**src/rtl/hazard_pkg.sv**
```systemverilog
// Shared types and defaults for the pipeline stall/flush sequencer.
// Consumers: pipe_hazard_ctrl (FSM state, defaults) and hazard_detect.
package hazard_pkg;

  typedef enum logic [1:0] {
    IDLE = 2'd0,
    WAIT = 2'd1,
    ERR  = 2'd2
  } hz_state_e;

  localparam int DEF_REG_W       = 5;
  localparam int DEF_MEM_TIMEOUT = 255;

endpackage

```
**src/rtl/hazard_detect.sv**
```systemverilog
// Combinational load-use comparator: flags an ID instruction that reads the
// destination of a load currently in EX (x0 never creates a dependency).
module hazard_detect
  import hazard_pkg::*;
#(
  parameter int REG_W = DEF_REG_W
) (
  input  logic [REG_W-1:0] id_rs1_i,
  input  logic [REG_W-1:0] id_rs2_i,
  input  logic             id_use_rs1_i,
  input  logic             id_use_rs2_i,
  input  logic             ex_mem_read_i,
  input  logic [REG_W-1:0] ex_rd_i,
  output logic             lu_hazard_o
);

  logic rs1Hit;
  logic rs2Hit;

  assign rs1Hit      = id_use_rs1_i && (id_rs1_i == ex_rd_i);
  assign rs2Hit      = id_use_rs2_i && (id_rs2_i == ex_rd_i);
  assign lu_hazard_o = ex_mem_read_i && (ex_rd_i != '0) && (rs1Hit || rs2Hit);

endmodule

```
**src/rtl/pipe_hazard_ctrl.sv**
```systemverilog
// Stall/flush sequencer for the 5-stage pipeline: memory handshake FSM with
// timeout watchdog, plus branch/load-use priority mux. HAZARD_PERF_CNT_EN adds perf counters.
module pipe_hazard_ctrl
  import hazard_pkg::*;
#(
  parameter int MEM_TIMEOUT = DEF_MEM_TIMEOUT,
  parameter int REG_W       = DEF_REG_W
) (
  input  logic             clk,
  input  logic             rst,
  input  logic [REG_W-1:0] id_rs1,
  input  logic [REG_W-1:0] id_rs2,
  input  logic             id_use_rs1,
  input  logic             id_use_rs2,
  input  logic             ex_mem_read,
  input  logic [REG_W-1:0] ex_rd,
  input  logic             ex_br_taken,
  input  logic             mem_access,
  input  logic             dmem_ack,
  output logic             dmem_req,
  output logic             pc_en,
  output logic             ifid_en,
  output logic             ifid_flush,
  output logic             idex_en,
  output logic             idex_flush,
  output logic             exmem_en,
  output logic             memwb_flush,
  output logic             err,
  output logic [31:0]      perf_mem_stall,
  output logic [31:0]      perf_lu_stall,
  output logic [31:0]      perf_flush
);

  localparam int CNT_W = (MEM_TIMEOUT > 1) ? $clog2(MEM_TIMEOUT + 1) : 1;

  hz_state_e        state_q;
  logic [CNT_W-1:0] cnt_q;
  logic             err_q;
  logic             luHazard;
  logic             memStall;

  hazard_detect #(.REG_W(REG_W)) u_detect (
    .id_rs1_i      (id_rs1),
    .id_rs2_i      (id_rs2),
    .id_use_rs1_i  (id_use_rs1),
    .id_use_rs2_i  (id_use_rs2),
    .ex_mem_read_i (ex_mem_read),
    .ex_rd_i       (ex_rd),
    .lu_hazard_o   (luHazard)
  );

  assign dmem_req = !rst && (((state_q == IDLE) && mem_access) || (state_q == WAIT));
  assign memStall = dmem_req && !dmem_ack;
  assign err      = err_q && !rst;

  always_ff @(posedge clk) begin
    if (rst) begin
      state_q <= IDLE;
      cnt_q   <= '0;
      err_q   <= 1'b0;
    end else begin
      case (state_q)
        IDLE: begin
          if (memStall) begin
            state_q <= WAIT;
            cnt_q   <= CNT_W'(1);
          end
        end
        WAIT: begin
          if (dmem_ack) begin
            state_q <= IDLE;
          end else if ((MEM_TIMEOUT != 0) && (cnt_q == CNT_W'(MEM_TIMEOUT))) begin
            state_q <= ERR;
            err_q   <= 1'b1;
          end else begin
            cnt_q <= cnt_q + CNT_W'(1);
          end
        end
        ERR:     err_q   <= 1'b1;
        default: state_q <= IDLE;
      endcase
    end
  end

  // A frozen or stalled pipeline holds branch/load-use requests until it moves again.
  always_comb begin
    pc_en       = 1'b0;
    ifid_en     = 1'b0;
    ifid_flush  = 1'b0;
    idex_en     = 1'b0;
    idex_flush  = 1'b0;
    exmem_en    = 1'b0;
    memwb_flush = 1'b0;
    if (rst || (state_q == ERR)) begin
      pc_en = 1'b0;
    end else if (memStall) begin
      memwb_flush = 1'b1;
    end else if (ex_br_taken) begin
      pc_en      = 1'b1;
      ifid_en    = 1'b1;
      idex_en    = 1'b1;
      exmem_en   = 1'b1;
      ifid_flush = 1'b1;
      idex_flush = 1'b1;
    end else if (luHazard) begin
      idex_en    = 1'b1;
      exmem_en   = 1'b1;
      idex_flush = 1'b1;
    end else begin
      pc_en    = 1'b1;
      ifid_en  = 1'b1;
      idex_en  = 1'b1;
      exmem_en = 1'b1;
    end
  end

`ifdef HAZARD_PERF_CNT_EN
  logic [31:0] perfMem_q;
  logic [31:0] perfLu_q;
  logic [31:0] perfFlush_q;
  logic        brApplied;
  logic        luApplied;

  assign brApplied = !rst && (state_q != ERR) && !memStall && ex_br_taken;
  assign luApplied = !rst && (state_q != ERR) && !memStall && !ex_br_taken && luHazard;

  always_ff @(posedge clk) begin
    if (rst) begin
      perfMem_q   <= '0;
      perfLu_q    <= '0;
      perfFlush_q <= '0;
    end else begin
      if (memStall)  perfMem_q   <= perfMem_q + 32'd1;
      if (luApplied) perfLu_q    <= perfLu_q + 32'd1;
      if (brApplied) perfFlush_q <= perfFlush_q + 32'd1;
    end
  end

  assign perf_mem_stall = rst ? '0 : perfMem_q;
  assign perf_lu_stall  = rst ? '0 : perfLu_q;
  assign perf_flush     = rst ? '0 : perfFlush_q;
`else
  assign perf_mem_stall = '0;
  assign perf_lu_stall  = '0;
  assign perf_flush     = '0;
`endif

endmodule

```
**config.mk**
```make
export PLATFORM = sky130hd
export DESIGN_NAME = pipe_hazard_ctrl
export DESIGN_NICKNAME = d
export VERILOG_FILES = /design/src/rtl/hazard_pkg.sv /design/src/rtl/hazard_detect.sv /design/src/rtl/pipe_hazard_ctrl.sv
export SDC_FILE = /design/constraint.sdc
export NUM_CORES = 1
export LEC_CHECK = 0
export CAP_MARGIN = 20
export CORE_MARGIN = 2
export CORE_UTILIZATION = 30
export CTS_CLUSTER_DIAMETER = 60
export DETAILED_ROUTE_END_ITERATION = 8
export GPL_TIMING_DRIVEN = 0
export HOLD_SLACK_MARGIN = 0.03
export PLACE_DENSITY = 0.79
export SLEW_MARGIN = 25
export SYNTH_ARGS = -nofsm -noshare
export SYNTH_HDL_FRONTEND = slang
export SYNTH_SLANG_ARGS = --single-unit
```
**constraint.sdc**
```tcl
create_clock -name clk -period 1.61 [get_ports clk]
set_input_delay 0.161 -clock clk [delete_from_list [all_inputs] [get_ports clk]]
set_output_delay 0.161 -clock clk [all_outputs]
set_load 0.005 [all_outputs]
```
After elaboration in Yosys (flattened, before gate mapping)
Cells that the tools add are included.
Widths: inputs -> output; s select.
{"block": "totals", "regBits": 11, "latchBits": 0, "mem_bits_rw": 0, "rom_bits": 0, "in_bits": 23, "output_inout_bits": 105, "word_cells": 61, "mem_count": 0}
{"block": "op_classes", "add_sub_neg": 1, "mul": 0, "div": 0, "magnitude_cmp": 0, "n_eq_ne": 10, "n_shift": 0, "muxes": 26, "n_bitwise": 1, "n_reduce_logical": 20}
{"op": "$mux 8", "count": 3}
{"op": "$mux 1", "count": 17}
{"op": "$pmux 8 s2", "count": 1}
{"op": "$eq 5x5->1", "count": 2}
{"op": "$add 8x1->8 const B", "count": 1}
{"op": "$eq 8x8->1 const B", "count": 1}
{"op": "$logic_and 1x1->1", "count": 8}
{"op": "$mux 2", "count": 3}
{"op": "$ne 2x2->1 const B", "count": 3}
{"op": "$pmux 2 s3", "count": 1}
{"op": "$reduce_and 3->1", "count": 2}
{"op": "$reduce_bool 5->1", "count": 1}
{"op": "$reduce_and 4->1", "count": 1}
{"op": "$reduce_bool 2->1", "count": 2}
{"op": "$logic_or 1x1->1", "count": 3}
{"op": "$ne 3x2->1 const B", "count": 1}
{"op": "$eq 2x1->1 const B", "count": 1}
{"op": "$eq 2x2->1 const B", "count": 1}
{"op": "$logic_not 1->1", "count": 2}
{"op": "$logic_not 2->1", "count": 1}
{"op": "$ne 2x1->1 const B", "count": 1}
{"op": "$pmux 1 s2", "count": 1}
{"op": "$not 1->1", "count": 1}

Longest topological paths before layout
Gate-level depths: netlist of the first run.
{"block": "logic_depth", "depth_word": 8, "ltp_mapped": 5, "mapped_depth_nobuf": 5}

Cells and area by module
Synthesis of the first run repeated with hierarchy kept, for this count alone.
{"block": "hier_totals", "hier_cells": 196, "hier_area_um2": 1575.3}
{"mod": "pipe_hazard_ctrl", "n_inst": 1, "cells_per_inst": 179, "area_each_um2": 1441.4, "seq_area_each_um2": 220.2}
{"mod": "hazard_detect", "n_inst": 1, "cells_per_inst": 17, "area_each_um2": 133.9, "seq_area_each_um2": 0.0}

Least setup slack after synthesis of the first run
No wires, ideal clock.
{"block": "synth_path", "path_kind": "reg-to-reg", "from": "register cnt_q[0]", "to": "register cnt_q[5]", "setup_time_ps": 122, "t_arrival_ps": 1377, "t_required_ps": 1488, "path_slack_ps": 111, "stages_incl_launch_ff": 6, "n_path_buf": 0, "synth_period_minus_slack_ps": 1499, "cell_sequence": "dfxtp_1 > ha_1 > nand4_2 > o21ai_2 > nor4_1 > a221o_1"}
{"block": "synth_via", "elab_chain_len": 4, "elab_cells_between_ends": 7, "cone_classes": "add/sub (1); eq/ne (2); mux (3); reduce/logical (1)"}
{"item": "from (decl)", "line": "pipe_hazard_ctrl.sv:37", "source": "logic [CNT_W-1:0] cnt_q;"}
{"item": "from (signal assigned)", "line": "pipe_hazard_ctrl.sv:76", "source": "cnt_q <= cnt_q + CNT_W'(1);"}
{"item": "$add 8x1->8", "line": "pipe_hazard_ctrl.sv:76"}
{"item": "$mux 8", "line": "pipe_hazard_ctrl.sv:72", "source": "end else if ((MEM_TIMEOUT != 0) && (cnt_q == CNT_W'(MEM_TIMEOUT))) begin"}
{"item": "$mux 8", "line": "pipe_hazard_ctrl.sv:70", "source": "if (dmem_ack) begin"}
{"item": "$pmux 8 s2", "line": "pipe_hazard_ctrl.sv:62", "source": "case (state_q)"}
Parallel ways exist; a longest one is shown, timed or not. The select of a mux whose other input is x is not followed.
A chain may end at the register's enable or synchronous reset.

Worst setup path after layout of the first run
{"block": "layout_path", "from": "register state_q[0]", "to": "output idex_flush"}
{"block": "layout_via", "elab_chain_len": 7, "elab_cells_between_ends": 10, "cone_classes": "eq/ne (2); mux (2); reduce/logical (6)"}
{"item": "from (decl)", "line": "pipe_hazard_ctrl.sv:36", "source": "hz_state_e state_q;"}
{"item": "from (signal assigned)", "line": "pipe_hazard_ctrl.sv:58", "source": "state_q <= IDLE;"}
{"item": "from (signal assigned)", "line": "pipe_hazard_ctrl.sv:65", "source": "state_q <= WAIT;"}
{"item": "from (signal assigned)", "line": "pipe_hazard_ctrl.sv:71", "source": "state_q <= IDLE;"}
{"item": "$logic_not 2->1", "line": "pipe_hazard_ctrl.sv:52", "source": "assign dmem_req = !rst && (((state_q == IDLE) && mem_access) || (state_q == WAIT));"}
{"item": "$logic_and 1x1->1", "line": "pipe_hazard_ctrl.sv:52"}
{"item": "$logic_or 1x1->1", "line": "pipe_hazard_ctrl.sv:52"}
{"item": "$logic_and 1x1->1", "line": "pipe_hazard_ctrl.sv:52"}
{"item": "$logic_and 1x1->1", "line": "pipe_hazard_ctrl.sv:53", "source": "assign memStall = dmem_req && !dmem_ack;"}
{"item": "$mux 1", "line": "pipe_hazard_ctrl.sv:96", "source": "end else if (memStall) begin"}
{"item": "$mux 1 *", "line": "pipe_hazard_ctrl.sv:94", "source": "if (rst || (state_q == ERR)) begin"}
{"item": "to (decl)", "line": "pipe_hazard_ctrl.sv:25", "source": "output logic idex_flush,"}
Every way passes the cells marked *; elsewhere a longest branch is shown, timed or not.

==> impl_metrics.tcl, run 1 <==
set metrics [dict create \
    grt_max_degree 11 \
    dieArea_um2 5640 \
    p_switching_mw 0.285 \
    fp.dieW_um 75.1 \
    drt-wirelength-per-cell_um 8.84 \
    fin_cells 399 \
    pwr-share-clk 0.289 \
    synth_edf_count 0 \
    ys_warn_count 0 \
    diodes 0 \
    ant_nets 0 \
    synthCells 190 \
    grt_use_total 0.110 \
    seqPwrFrac 0.284 \
    hold_slack_ns 0.335 \
    overflow 0 \
    synth_area_um2 1520 \
    swShare 0.288 \
    rows 25 \
    postLayoutCoreUtil 0.515 \
    syn_to_final_growth_pct 62.2 \
    via_per_inst 3.44 \
    crit_path_max_incr_delay_ns 0.35 \
    period_share 1.09 \
    critPathRequiredTime_ns 1.45 \
    cts_hold_buf 0 \
    finalWeightedCongestion 0.842 \
    min_period_ns 1.75 \
    antenna_found_initial 0 \
    synth_cell_types 43 \
    skew_ns 0.00178 \
    routed_wirelength_um 3530 \
    numCtsBuffers 3 \
    start_util 0.317 \
    max_freq_mhz 572 \
    drtPass1Iterations 4 \
    crit_buf_inv 2 \
    vdd_drop_max_v 0.000356 \
    clock-sinks 11 \
    arrival_ns 1.59 \
    cts_root_buf "clkbuf_8" \
    violations "negative setup slack" \
    syn_avg_cell_area_um2 7.99 \
    leakage_nw 1.40 \
    intPower_mw 0.706 \
    hp-class "in -> reg" \
    fin_nets 357 \
    crit_chain "or2_4 > a211oi_4 > buf_4 > o211ai_1 > o21bai_1 > buf_2" \
    cts_max_path_buffers 2 \
    ys_seq_area_frac 0.145 \
    power.density_nw_per_um2 403 \
    rsz0062_at_grt "yes" \
    grt_pass1_vias 1097 \
    synth_top_cell_by_area "buf_4" \
    yosysTopAreaCellShare 0.485 \
    route.detailed.drc 0 \
    async_flop_share 0 \
    pwr-share-comb 0.428 \
    maxCapViolations 0 \
    path_class "reg -> out" \
    tns_ns -0.329 \
    synth.area.top_cells "buf_4 48%, dfxtp_1 15%, xor2_1 5.2%" \
    setup_ws_ns -0.138 \
    timing_hold_violations_final 0 \
    final_layout_size_suffix_gt1_frac 0.446 \
    clk_pin_slew_worst_paths_ns 0.05 \
    num_io_pins 128 \
    crit_path_start_kind "flop" \
    dpl.cell_count 383 \
    tritoncts "yes" \
    slew_violations 0 \
    clkLatencyLatePin_ns 0.24 \
    cts_max_level 1 \
    yosysMostFrequentCell "buf_4" \
    grt_pass1_wl_um 4820 \
    synth_common_cells "98 x buf_4, 11 x dfxtp_1, 9 x xor2_1" \
    finalSetupViolCount 4 \
    first_iter_violations 23 \
    end_kind "output port" \
    num_vias 1373 \
    nFillCells 453 \
    outcome "complete, but fails checks" \
    crit_family "compound AO/OA/AOI/OAI gates" \
    crit_fanout 4 \
    synth-main-ff-cell "dfxtp_1" \
    io_buffers 31 \
    cp_slowest_cell "dfxtp_4" \
    place_hpwl_um 2760 \
    ys_ff_latch 11 \
    core_area_um2 4790 \
    fp.dieH_um 75.1 \
]
-- area by class of cell --
type,instances,area [um2],area share
Timing Repair Buffer,43,358,0.145
Buffer,99,741,0.301
Multi-Input combinational cell,172,996,0.404
Tap cell,67,83.8,0.0340
Sequential cell,11,228,0.0925
Clock buffer,4,45.0,0.0183
Inverter,3,11.3,0.00457
-- worst min-delay path: cells and delay by family --
family	cells	cell delay (ns)
AOI/OAI and AO/OA	1	0.09
and+or+nand+nor	1	0.09
buffers and inverters	1	0.20
-- timing repair --
item                                   in CTS  in global routing
gates resized for setup                    60                 22
setup buffers                               8                  4
setup endpoints to repair                  13                  9
endpoints found under the hold margin       0                  0
pin swaps                                  10                  8
-- worst paths after layout --
check                                              from                       to  slack [ns]  cells past startpoint
worst min register to register       err_q$_SDFFE_PP0P_       err_q$_SDFFE_PP0P_        0.46                      2
worst max register to register  state_q[0]$_SDFFE_PP0P_    cnt_q[2]$_SDFFE_PP0P_        0.13                      5
worst min-delay path                           dmem_ack  state_q[0]$_SDFFE_PP0P_        0.34                      3
worst max-delay path            state_q[0]$_SDFFE_PP0P_               idex_flush       -0.14                      6
-- routing by layer --
layer	vias up	track usage	share of wire
li1	729	-	-
met1	560	0.123	0.35
met2	77	0.191	0.54
met3	7	0.0228	0.089
met4	0	0.0615	0.020
met5	-	0	0
-- placed cells by master, fill, tap and decap left out, types with 3 or more instances in the layout --
master,netlist,final
a21oi_1,6,6
nand2_1,3,3
and2_1,3,3
nor2_1,8,7
nand3_1,7,7
xor2_1,9,7
dfxtp_2,0,3
dlygate4sd2_1,0,10
clkbuf_2,0,5
buf_2,0,4
buf_6,0,3
inv_1,3,3
dfxtp_1,11,7
conb_1,1,96
clkdlybuf4s50_1,0,6
clkbuf_8,0,3
buf_4,98,110
-- cell families (layout without fill, tap and decap cells) --
kind of cell | count (synthesis) | count (layout) | synth area share
buf+inv | 102 | 149 | 0.495
simple gates | 38 | 38 | 0.152
compound gates | 26 | 26 | 0.134
xor+xnor | 11 | 11 | 0.0635
flops | 11 | 11 | 0.145
fa+ha+maj | 1 | 1 | 0.00824
other cells | 1 | 96 | 0.00247
-- power by group through the flow --
stage | Sequential, mW | Combinational (mW) | Clock [mW]
floorplan | 0.285 | 0.282 | 0
global placement | 0.287 | 0.380 | 0
detailed placement | 0.287 | 0.382 | 0
CTS | 0.279 | 0.387 | 0.294
global route | 0.282 | 0.470 | 0.305
finish | 0.281 | 0.424 | 0.286
-- metrics by stage --
stage / setup slack, ns / total power [mW] / cell area [um2]
2_1_floorplan: 0.111 / 0.567 / 1870
3_3_place_gp: -0.775 / 0.667 / 2270
3_5_place_dp: -0.769 / 0.669 / 2270
4_1_cts: -0.148 / 0.960 / 2380
5_1_grt: -0.221 / 1.06 / 2460
6_report: -0.138 / 0.991 / 2460
-- registers in the layout (all words and copies together) (netlist names) --
register  count
state_q       2
cnt_q         8
err_q         1
(Power assumes the default switching activity.)
==> run 2: changes to the inputs <==
- CORE_MARGIN: 2 -> 1
==> run 2 against run 1 <==
The run still ends with negative setup slack left. Die area decreased by 5.3%. Critical path depth increased by 1. Cell count decreased by 1.5%.
==> impl_metrics.tcl, run 2 (synthesized netlist as in run 1, its figures left out) <==
set metrics [dict create \
    start_util 0.317 \
    setup_ws_ns -0.165 \
    violations "negative setup slack" \
    tns_ns -0.382 \
    grt_use_total 0.109 \
    hold_path_depth 3 \
    crit_fanout 3 \
    final_layout_size_suffix_gt1_frac 0.402 \
    postLayoutCoreUtil 0.501 \
    tritoncts "yes" \
    route.detailed.drc 0 \
    rsz0062_at_grt "yes" \
    clkLatencyLatePin_ns 0.24 \
    fp.dieW_um 73.1 \
    routed_wirelength_um 3210 \
    reg2reg_from "cnt_q[1]$_SDFFE_PP0P_" \
    drtPass1Iterations 4 \
    antenna_found_initial 0 \
    finalWeightedCongestion 0.825 \
    cts_max_path_buffers 2 \
    clk_pin_slew_worst_paths_ns 0.05 \
    crit_chain "dlygate4sd2_1 > xor2_1 > nor4_1 > a32oi_1 > o31a_1 > buf_4 > buf_6" \
    fin_cells 393 \
    final_cell_mix "104 x buf_4, 96 x conb_1, 14 x dlygate4sd2_1, 9 x xor2_1" \
    diodes 0 \
    placed_cell_area_um2 2270 \
    pwr-share-clk 0.290 \
    critPathRequiredTime_ns 1.45 \
    outcome "complete, but fails checks" \
    pwr-share-comb 0.417 \
    skew_ns 0.000618 \
    vdd_drop_max_v 0.000303 \
    timing_hold_violations_final 0 \
    hp-class "in -> reg" \
    min_period_ns 1.77 \
    crit_buf_inv 3 \
    min_from "mem_access" \
    p_switching_mw 0.266 \
    grt_pass1_wl_um 4580 \
    place_hpwl_um 2600 \
    whs_endpoint "cnt_q[4]$_SDFFE_PP0P_" \
    num_io_pins 128 \
    grt_pass1_vias 1026 \
    max_freq_mhz 563 \
    reg_top3 "cnt_q: 8 flops, state_q: 2 flops, err_q: 1 flops" \
    post-route-cell-area_um2 2400 \
    dpl.cell_count 383 \
    io_buffers 31 \
    rows 25 \
    slew_violations 0 \
    cts_max_level 1 \
    reg2reg_to "cnt_q[2]$_SDFFE_PP0P_" \
    crit_path_start_kind "input pin" \
    via_per_inst 3.36 \
    ant_nets 0 \
    fin_nets 351 \
    end_kind "output port" \
    final_common_cell "buf_4" \
    largest_reg_flops 8 \
    drt-wirelength-per-cell_um 8.18 \
    reg2reg_slack_ns 0.12 \
    place_ws_ns -0.757 \
    core_area_um2 4790 \
    path_class "in -> out" \
    clock-sinks 11 \
    intPower_mw 0.693 \
    cp_slowest_cell "nor4_1" \
    maxCapViolations 0 \
    syn_to_final_growth_pct 58.1 \
    reg2reg_depth 5 \
    period_share 1.10 \
    crit_path_max_incr_delay_ns 0.33 \
    dieArea_um2 5350 \
    hold_slack_ns 0.442 \
    grt_max_degree 11 \
    first_iter_violations 13 \
    overflow 0 \
    numCtsBuffers 3 \
    cts_hold_buf 0 \
    power_mw 0.959 \
    crit_family "buffers and inverters" \
    finalSetupViolCount 4 \
    crit_start "ex_rd[4]" \
    cts_root_buf "clkbuf_8" \
    num_vias 1321 \
    arrival_ns 1.61 \
    leakage_nw 1.37 \
    swShare 0.277 \
    top_register "cnt_q" \
    fp.dieH_um 73.1 \
    seqPwrFrac 0.293 \
    power.density_nw_per_um2 400 \
]
-- run 2: area by class of cell --
type | instances | area, um2
Fill cell | 479 | 2390
Multi-Input combinational cell | 172 | 962
Buffer | 99 | 741
Timing Repair Buffer | 37 | 330
Sequential cell | 11 | 226
Tap cell | 67 | 83.8
Clock buffer | 4 | 45.0
Inverter | 3 | 11.3
-- run 2: what timing repair did --
item	4_1_cts	5_1_grt
pin swaps	9	2
resized for setup	52	6
endpoints found under the hold margin	0	0
setup buffers	3	3
setup endpoints to repair	14	12
-- run 2: worst max-delay path by stage --
stage                                  endpoint  cells after the start
after detailed placement                  pc_en                      7
after floorplan           cnt_q[5]$_SDFFE_PP0P_                      5
after global placement                    pc_en                      7
after CTS                                 pc_en                      6
after global routing                      pc_en                      6
final                                     pc_en                      7
-- run 2: tightest hold or removal path, delay by kind of cell --
kind | cells | cell delay, ns
buffers and inverters | 1 | 0.24
AOI/OAI and AO/OA | 1 | 0.18
and+or+nand+nor | 1 | 0.05
-- run 2: power by group through the flow --
stage	sequential [mW]	combinational, mW	clock [mW]
2_1_floorplan	0.285	0.282	0
3_3_place_gp	0.287	0.380	0
3_5_place_dp	0.287	0.382	0
4_1_cts	0.279	0.379	0.288
5_1_grt	0.282	0.440	0.301
6_report	0.281	0.399	0.278
-- run 2: metal layers --
metal | vias up | global-route usage | wire length, um
met2 | 66 | 0.188 | 1720
met4 | 0 | 0.0610 | 57
met3 | 5 | 0.00552 | 215
met5 | - | 0 | 0
li1 | 718 | - | -
met1 | 532 | 0.135 | 1220
